**config.mk**
```make
export PLATFORM = sky130hd
export DESIGN_NAME = uart_tx_port
export DESIGN_NICKNAME = d
export VERILOG_FILES = /design/src/rtl/uart_tx_port_pkg.sv /design/src/rtl/uart_tx_port_baud_gen.sv /design/src/rtl/uart_tx_port.sv
export SDC_FILE = /design/constraint.sdc
export NUM_CORES = 1
export LEC_CHECK = 0
export CORE_UTILIZATION = 43
export DETAILED_ROUTE_END_ITERATION = 16
export GPL_TIMING_DRIVEN = 0
export HOLD_SLACK_MARGIN = 0.02
export PLACE_DENSITY = 0.84
export SETUP_SLACK_MARGIN = 0.5
export SYNTH_ARGS = -nofsm -noshare
export SYNTH_HDL_FRONTEND = slang
export SYNTH_HIERARCHICAL = 1
export SYNTH_SLANG_ARGS = --single-unit
```
**constraint.sdc**
```tcl
create_clock -name clk -period 2.15 [get_ports clk]
set_input_delay 0.43 -clock clk [delete_from_list [all_inputs] [get_ports clk]]
set_output_delay 0.43 -clock clk [all_outputs]
set_load 0.02 [all_outputs]
```
**src/rtl/uart_tx_port_pkg.sv**
```systemverilog
// Shared definitions for the uart_tx_port UART transmitter.
// Optional feature macro: UART_TX_PARITY_EN (inserts an even-parity bit).
package uart_tx_port_pkg;

    // Bit positions inside the CPU port words
    localparam int PORT_DATA_LSB = 0;
    localparam int PORT_DATA_MSB = 7;
    localparam int PORT_REQ_BIT  = 8;
    localparam int PORT_BUSY_BIT = 0;
    localparam int PORT_ACK_BIT  = 1;

    // Transmitter states; PARITY exists only in the parity build
    typedef enum logic [2:0] {
        IDLE   = 3'd0,
        START  = 3'd1,
        DATA   = 3'd2,
`ifdef UART_TX_PARITY_EN
        PARITY = 3'd3,
`endif
        STOP   = 3'd4
    } uart_tx_state_t;

    // Even parity over one data byte
    function automatic logic even_parity(input logic [7:0] data);
        return ^data;
    endfunction

endpackage

```
**src/rtl/uart_tx_port_baud_gen.sv**
```systemverilog
// Baud tick generator for uart_tx_port: counts 0..CLKS_PER_BIT-1 and
// flags the final cycle of each bit period.
module uart_baud_gen #(
    parameter int CLKS_PER_BIT = 434
) (
    input  logic clk,
    input  logic reset,
    input  logic clear,
    output logic bit_end
);

    localparam int CW = (CLKS_PER_BIT > 1) ? $clog2(CLKS_PER_BIT) : 1;
    localparam logic [CW-1:0] TERMINAL = CW'(CLKS_PER_BIT - 1);

    logic [CW-1:0] cnt_q;
    logic [CW-1:0] cnt_d;

    // Next count: wrap on terminal count, hold at zero while cleared
    always_comb begin
        bit_end = (cnt_q == TERMINAL);
        cnt_d   = cnt_q + CW'(1);
        if (clear || bit_end) begin
            cnt_d = '0;
        end
    end

    // Counter register
    always_ff @(posedge clk) begin
        if (reset) begin
            cnt_q <= '0;
        end else begin
            cnt_q <= cnt_d;
        end
    end

endmodule

```
**src/rtl/uart_tx_port.sv**
```systemverilog
// UART transmitter on the sc1_cpu port words. Firmware posts a byte with a
// toggle handshake on port_out[8]; busy/ack come back on port_in[1:0].
// Optional feature macro: UART_TX_PARITY_EN (even parity, 11-bit frames).
module uart_tx_port #(
    parameter int WIDTH_REG    = 32,
    parameter int CLKS_PER_BIT = 434
) (
    input  logic                 clk,
    input  logic                 reset,
    input  logic [WIDTH_REG-1:0] port_out,
    output logic [WIDTH_REG-1:0] port_in,
    output logic                 uart_txd
);

    import uart_tx_port_pkg::*;

    uart_tx_state_t state_q, state_d;
    logic [7:0]     shift_q, shift_d;
    logic [2:0]     bit_cnt_q, bit_cnt_d;
    logic           txd_q, txd_d;
    logic           busy_q, busy_d;
    logic           ack_q, ack_d;
    logic           req_pending;
    logic           bit_end;
    logic           baud_clear;
`ifdef UART_TX_PARITY_EN
    logic           parity_q, parity_d;
`endif

    // Baud counter is held at zero in IDLE so acceptance always starts a full bit
    assign baud_clear = (state_q == IDLE);

    uart_baud_gen #(
        .CLKS_PER_BIT(CLKS_PER_BIT)
    ) u_baud_gen (
        .clk    (clk),
        .reset  (reset),
        .clear  (baud_clear),
        .bit_end(bit_end)
    );

    assign req_pending = (port_out[PORT_REQ_BIT] != ack_q);

    // Frame sequencing: accept in IDLE, advance one bit per baud terminal count
    always_comb begin
        state_d   = state_q;
        shift_d   = shift_q;
        bit_cnt_d = bit_cnt_q;
        txd_d     = txd_q;
        busy_d    = busy_q;
        ack_d     = ack_q;
`ifdef UART_TX_PARITY_EN
        parity_d  = parity_q;
`endif
        case (state_q)
            IDLE: begin
                if (req_pending) begin
                    shift_d   = port_out[PORT_DATA_MSB:PORT_DATA_LSB];
                    ack_d     = port_out[PORT_REQ_BIT];
                    busy_d    = 1'b1;
                    txd_d     = 1'b0;
                    bit_cnt_d = '0;
                    state_d   = START;
`ifdef UART_TX_PARITY_EN
                    parity_d  = even_parity(port_out[PORT_DATA_MSB:PORT_DATA_LSB]);
`endif
                end
            end
            START: begin
                if (bit_end) begin
                    txd_d     = shift_q[0];
                    bit_cnt_d = '0;
                    state_d   = DATA;
                end
            end
            DATA: begin
                if (bit_end) begin
                    if (bit_cnt_q == 3'd7) begin
`ifdef UART_TX_PARITY_EN
                        txd_d   = parity_q;
                        state_d = PARITY;
`else
                        txd_d   = 1'b1;
                        state_d = STOP;
`endif
                    end else begin
                        // Next bit is taken from the pre-shift register
                        txd_d     = shift_q[1];
                        shift_d   = {1'b0, shift_q[7:1]};
                        bit_cnt_d = bit_cnt_q + 3'd1;
                    end
                end
            end
`ifdef UART_TX_PARITY_EN
            PARITY: begin
                if (bit_end) begin
                    txd_d   = 1'b1;
                    state_d = STOP;
                end
            end
`endif
            STOP: begin
                if (bit_end) begin
                    busy_d  = 1'b0;
                    state_d = IDLE;
                end
            end
            default: begin
                txd_d   = 1'b1;
                busy_d  = 1'b0;
                state_d = IDLE;
            end
        endcase
    end

    // State and output registers; reset aborts any frame in progress
    always_ff @(posedge clk) begin
        if (reset) begin
            state_q   <= IDLE;
            shift_q   <= '0;
            bit_cnt_q <= '0;
            txd_q     <= 1'b1;
            busy_q    <= 1'b0;
            ack_q     <= 1'b0;
`ifdef UART_TX_PARITY_EN
            parity_q  <= 1'b0;
`endif
        end else begin
            state_q   <= state_d;
            shift_q   <= shift_d;
            bit_cnt_q <= bit_cnt_d;
            txd_q     <= txd_d;
            busy_q    <= busy_d;
            ack_q     <= ack_d;
`ifdef UART_TX_PARITY_EN
            parity_q  <= parity_d;
`endif
        end
    end

    // Status word back to the CPU; all other bits read as zero
    always_comb begin
        port_in                = '0;
        port_in[PORT_BUSY_BIT] = busy_q;
        port_in[PORT_ACK_BIT]  = ack_q;
    end

    assign uart_txd = txd_q;

    // Upper port_out bits carry nothing for this block
    generate
        if (WIDTH_REG > PORT_REQ_BIT + 1) begin : g_unused
            logic unused_port_bits;
            assign unused_port_bits = ^port_out[WIDTH_REG-1:PORT_REQ_BIT+1];
        end
    endgenerate

endmodule

```
==> results.json <==
{
  "mostFrequentLayoutCells": "41 x buf_4, 30 x conb_1, 22 x dfxtp_1",
  "path_buf_inv": 2,
  "p_leak_uw": 0.000877,
  "setup_violations": 0,
  "root_buffer": "clkbuf_8",
  "cp_num_cells": 8,
  "grt_pass1_wl_mm": 5.31,
  "synth_edf_count": 0,
  "worstHoldPathType": "flop to flop",
  "cts.clk_slew.worst_paths_ns": 0.09,
  "min_period_ns": 1.73,
  "drt_iter0_markers": 24,
  "io_pins": 67,
  "start_kind": "flop",
  "crit_type": "flop to flop",
  "viasPerCell": 4.86,
  "gp_congestion": 0.865,
  "crit_fanout": 5,
  "fillers": 314,
  "p_int_uw": 809,
  "power_switching_uw": 336,
  "track_usage_pct": 16.5,
  "grt_setup_unrepaired": "yes",
  "clock.fmax_mhz": 577,
  "cts-buffers-inserted": 3,
  "cts_tree": "done",
  "n_antenna_cell": 0,
  "status": "completed",
  "syn_inst": 185,
  "cp_slowest_cell": "or3_4",
  "setup_tns_ns": 0,
  "worstSetupEndpointType": "flop",
  "arrival_ns": 1.92,
  "cpPeakStageDelay_ns": 0.39,
  "power_density_nw_per_um2": 557,
  "io_buffer_count": 13,
  "regArea_sq_um": 528,
  "syn_area_sq_um": 1600,
  "ff2ff_path_depth": 8,
  "ys_async_sr_fraction_pct": 0,
  "die-area_sq_um": 3980,
  "finClkSkew_ns": 0.00553,
  "ys_types": 43,
  "wl_met1_mm": 1.41,
  "grt_max_degree": 15,
  "cts_max_level": 1,
  "worst_slew_pin_slew_ns": 0.530,
  "slew_viol_final": 0,
  "seq_area_frac_synth_pct": 32.4,
  "ys.flop_type": "dfxtp_1",
  "vias": 1384,
  "die_y_um": 63.1,
  "utilization_pct": 59.7,
  "antenna_found_initial": 0,
  "overflow": 0,
  "ys_warn_count": 6,
  "multiInputGateArea_sq_um": 907,
  "dr.pass1.iters": 4,
  "die_w_um": 63.1,
  "vdd_drop_max_mv": 0.354,
  "p_clk_share_pct": 28.6,
  "cts.sinks": 26,
  "whs_path_depth": 1,
  "wl_per_cell_um": 11.1,
  "required_ns": 2.34,
  "crit_family": "simple AND/OR/NAND/NOR gates",
  "hpwl_mm": 2.17,
  "swShare_pct": 29.4,
  "slew_headroom_pct": 64.4,
  "hold_violations": 0,
  "postRouteAntennaNets": 0,
  "highest_layer": "met4",
  "core_region_area_sq_um": 3440,
  "grt_pass1_vias": 1282,
  "rows": 21,
  "drv_cap": 0,
  "clkLatencyLatePin_ns": 0.28,
  "drc_errors": 0,
  "syn2layout_area_growth_pct": 28.2,
  "nNetsFinal": 278,
  "drt_wl_total_mm": 3.16,
  "p_seq_share_pct": 46.5,
  "dr_wl_met2_mm": 1.58,
  "final_common_cell": "buf_4",
  "p_comb_share_pct": 24.9,
  "final_layout_size_suffix_gt1_share_pct": 28.9,
  "instances_no_fill": 285,
  "avgSynthCellArea_sq_um": 8.67,
  "synth_seq_cells": 26,
  "path_cells": "or3_4, nor3_2, buf_4, nand3b_1, o21ai_4, buf_6, a21oi_1, a311oi_1",
  "min_period_over_period_pct": 80.6,
  "dp_cells": 273,
  "wl_met3_um": 103,
  "floorplan.initialDensity_pct": 46.6,
  "cts_max_path_buffers": 2
}
[through the flow]
stage / total power (uW) / cell area, sq um / worst slack [ns] / hold WS [ns]
2_1_floorplan: 755 / 1720 / 0.414 / 0.453
3_3_place_gp: 810 / 1910 / 0.184 / 0.465
3_5_place_dp: 815 / 1910 / 0.148 / 0.471
4_1_cts: 1140 / 2030 / 0.409 / 0.465
5_1_grt: 1190 / 2060 / 0.271 / 0.487
6_report: 1140 / 2060 / 0.417 / 0.463
[cell usage after synthesis (4+ instances only)]
library cell | count | area share [%]
inv_1 | 4 | 0.94
mux2i_1 | 9 | 5.6
nand2_1 | 6 | 1.4
o21ai_0 | 8 | 2.5
a31oi_1 | 4 | 1.6
buf_4 | 33 | 15
nor3_1 | 8 | 2.5
a21oi_1 | 18 | 5.6
dfxtp_1 | 26 | 32
ha_1 | 4 | 3.1
nor2_1 | 15 | 3.5
a311oi_1 | 7 | 3.8
[worst paths after layout]
check | startpoint | end | slack, ns
worst max-delay path | u_baud_gen/cnt_q[6] | shift_q[4] | 0.42
worst min-delay path | u_baud_gen/cnt_q[0] | u_baud_gen/cnt_q[0] | 0.46
worst max register to register | u_baud_gen/cnt_q[6] | shift_q[4] | 0.42
worst min register to register | u_baud_gen/cnt_q[0] | u_baud_gen/cnt_q[0] | 0.46
[layer usage]
metal / up-vias / GRT usage, %
li1: 707 / -
met1: 636 / 19.4
met2: 34 / 29.3
met3: 7 / 1.63
met4: 0 / 8.43
met5: - / 0
[power groups by stage]
stage / combinational (uW) / sequential [uW] / clock (uW)
2_1_floorplan: 212 / 543 / 0
3_3_place_gp: 267 / 543 / 0
3_5_place_dp: 271 / 544 / 0
4_1_cts: 276 / 532 / 330
5_1_grt: 311 / 536 / 345
6_report: 286 / 532 / 327
[flip-flops by register name (all words and copies together), names as in the netlist]
name and flops:
ack_q 1, bit_cnt_q 3, uart_txd 1, state_q 3
busy_q 1, shift_q 8, u_baud_gen/cnt_q 9
[logic make-up after synthesis]
kind of cell / count (synthesis) / share of synthesized area [%]
buffers and inverters: 45 / 19.6
other: 1 / 0.234
AOI/OAI and AO/OA: 46 / 18.9
xor gates and xnor gates: 5 / 3.20
adders and majority gates: 4 / 3.12
muxes: 9 / 5.62
DFF: 26 / 32.4
and+or+nand+nor: 49 / 16.9
[area by class of cell]
cell class	instances	share of cell area (%)
multi-input combinational	143	44.1
sequential	26	25.7
buffer	41	14.7
timing repair buffer	21	9.25
tap	46	2.80
clock buffer	4	2.68
inverter	4	0.730
[timing repair]
| item | CTS | global route |
|---|---|---|
| gates resized for setup | 11 | 5 |
| endpoints found under the setup margin | 18 | 12 |
| gates cloned | 1 | 0 |
| setup buffers | 5 | 2 |
| pin swaps | 7 | 5 |
| hold buffers | 0 | 0 |
No activity file was read; power rests on OpenSTA's default activity.
==> edit (same flow settings) <==
Build with the macro `UART_TX_PARITY_EN` defined.
--- a/src/rtl/uart_tx_port_pkg.sv
+++ b/src/rtl/uart_tx_port_pkg.sv
@@ -2,2 +2,4 @@
 // Optional feature macro: UART_TX_PARITY_EN (inserts an even-parity bit).
+`define UART_TX_PARITY_EN
+
 package uart_tx_port_pkg;
Behaviour: no difference found for any inputs over 10 cycles, from zero or initial values and one cycle with reset high; that may be too few to reach the edited logic, so the function may still have changed.
==> edit against the unedited design <==
Power grew 17%; worst setup slack got worse by 0.12 ns; area after synthesis grew 5.2%; via count grew 1.2%; design area increased by 9.0%; maximum frequency shrank 6.4%; non-clock buffer count increased by 2; first-iteration DRC count increased by 63%; sequential cell count is 1 higher; synthesized cell count grew 2.7%; critical path depth down 2; core utilization up 0.58 points; wire length up 7.3%; largest cell class unchanged; highest routed layer unchanged.
==> edit: results (changes against the unedited design) <==
| Metric | Value |
|---|---|
| Count of synthesis-stage warnings from yosys | `6 (unchanged)` |
| Placed Cells incl. Taps | `280 (+2.6%)` |
| Initial antenna violation count | `0 (unchanged)` |
| Largest fanout on the critical path | `3 (-2)` |
| GPL Wtd Cong | `0.783 (-9.4%)` |
| Mean area per synthesized cell | `8.88 sq um (+2.5%)` |
| Worst setup timing slack at the placement stage | `0.0883 ns (-0.0596 ns)` |
| Maximum clock skew at final layout | `0.00241 ns (-0.00312 ns)` |
| Detailed Route Iter0 Violations | `39 (+63%)` |
| Commonest cells in the synthesized netlist | `sky130_fd_sc_hd__buf_4, sky130_fd_sc_hd__dfxtp_1, sky130_fd_sc_hd__nor2_1` |
| DRT Pass-1 Iters | `4 (unchanged)` |
| Largest stage delay, worst path | `0.53 ns (+0.14 ns)` |
| Wirelength per Cell | `11.4 um (+3.0%)` |
| Clock H-tree levels | `1 (unchanged)` |
| Slowest stage cell on the critical path | `sky130_fd_sc_hd__or4b_4` |
| Count of unique library cells instantiated by Yosys | `44 (+2.3%)` |
| Status | `finished clean` |
| Vias in the first global route | `1288 (+0.47%)` |
| Pin count of the biggest net entering global routing | `15 (unchanged)` |
| Leakage power of the design | `0.955 nW (+8.9%)` |
| Via total after detailed routing | `1401 (+1.2%)` |
| Ratio of cells with drive above 1 in the final layout | `0.341 (+0.0527)` |
| Total clock buffers created by CTS | `3 (unchanged)` |
| Hold crit path type | `register to register` |
| Max-slew violation count | `0 (unchanged)` |
| Most area-consuming cells after synthesis | `sky130_fd_sc_hd__dfxtp_1, sky130_fd_sc_hd__buf_4, sky130_fd_sc_hd__nor2_1` |
| Final routed DRC violation total | `0 (unchanged)` |
| Non-filler instance count after layout | `297 (+4.2%)` |
| Number of nets at the end of the flow | `289 (+4.0%)` |
| All-layer global routing usage | `0.172 (+0.00756)` |
| HPWL Detailed | `2.18 mm (+0.48%)` |
| Worst vdd ir | `0.345 mV (-2.6%)` |
| Fraction of the yosys area taken by sequential cells | `0.320 (-0.00426)` |
| Global-route wire length before repair | `5.56 mm (+4.7%)` |
[edit: final timing paths]
path | start | to | slack, ns | depth (start not counted)
worst max-delay path | u_baud_gen/cnt_q[6] | bit_cnt_q[0] | 0.30 | 6
worst min register to register | u_baud_gen/cnt_q[0] | u_baud_gen/cnt_q[0] | 0.47 | 1
worst min-delay path | u_baud_gen/cnt_q[0] | u_baud_gen/cnt_q[0] | 0.47 | 1
worst max register to register | u_baud_gen/cnt_q[6] | bit_cnt_q[0] | 0.30 | 6
[edit: kinds of logic (layout without fill, tap and decap cells)]
kind of cell	after synthesis	after routing	share of synthesized area
AO/OA/AOI/OAI	35	35	0.160
XOR/XNOR	12	12	0.0623
adder cells (fa/ha/maj)	5	5	0.0371
buffers and inverters	43	73	0.177
flip-flops	27	27	0.320
multiplexers	9	9	0.0541
other	1	30	0.00222
AND/OR/NAND/NOR	58	58	0.187
[edit: worst max-delay path, delay by kind of cell (launching register included)]
family / cells / cell delay, ns
simple gates: 4 / 1.30
flops: 1 / 0.34
compound gates: 2 / 0.16
[edit: cell type report]
| type | count | area (sq um) |
|---|---|---|
| buffer | 38 | 282 |
| clock buffer | 4 | 45.0 |
| fill | 319 | 1480 |
| inverter | 5 | 18.8 |
| multi-input combinational | 149 | 1050 |
| sequential | 27 | 551 |
| tap | 48 | 60.1 |
| timing repair buffer | 26 | 235 |
[edit: metal layers]
layer | wire [um] | GRT usage | up-vias
met5 | 0 | 0 | -
met4 | 99 | 0.108 | 0
met3 | 109 | 0.0176 | 9
met2 | 1710 | 0.278 | 42
li1 | - | - | 718
met1 | 1470 | 0.219 | 632
[edit: per-stage QoR]
stage	util	instance area [sq um]	power, mW
5_1_grt	0.603	2240	1.40
6_report	0.603	2240	1.34
3_5_place_dp	0.541	2010	0.972
2_1_floorplan	-	1820	0.888
4_1_cts	0.587	2180	1.32
3_3_place_gp	0.541	2010	0.964
[edit: power by group]
group / switching (mW) / internal [mW] / total [mW] / leakage [nW]
logic: 0.244 / 0.225 / 0.469 / 0.708
clock network: 0.158 / 0.133 / 0.291 / 0.0228
registers: 0.0289 / 0.547 / 0.576 / 0.224
[edit: repair_timing]
item / CTS / global route
gates resized for setup: 14 / 14
setup endpoints to repair: 19 / 17
pin swaps: 11 / 9
hold buffers: 0 / 0
setup buffers: 11 / 2
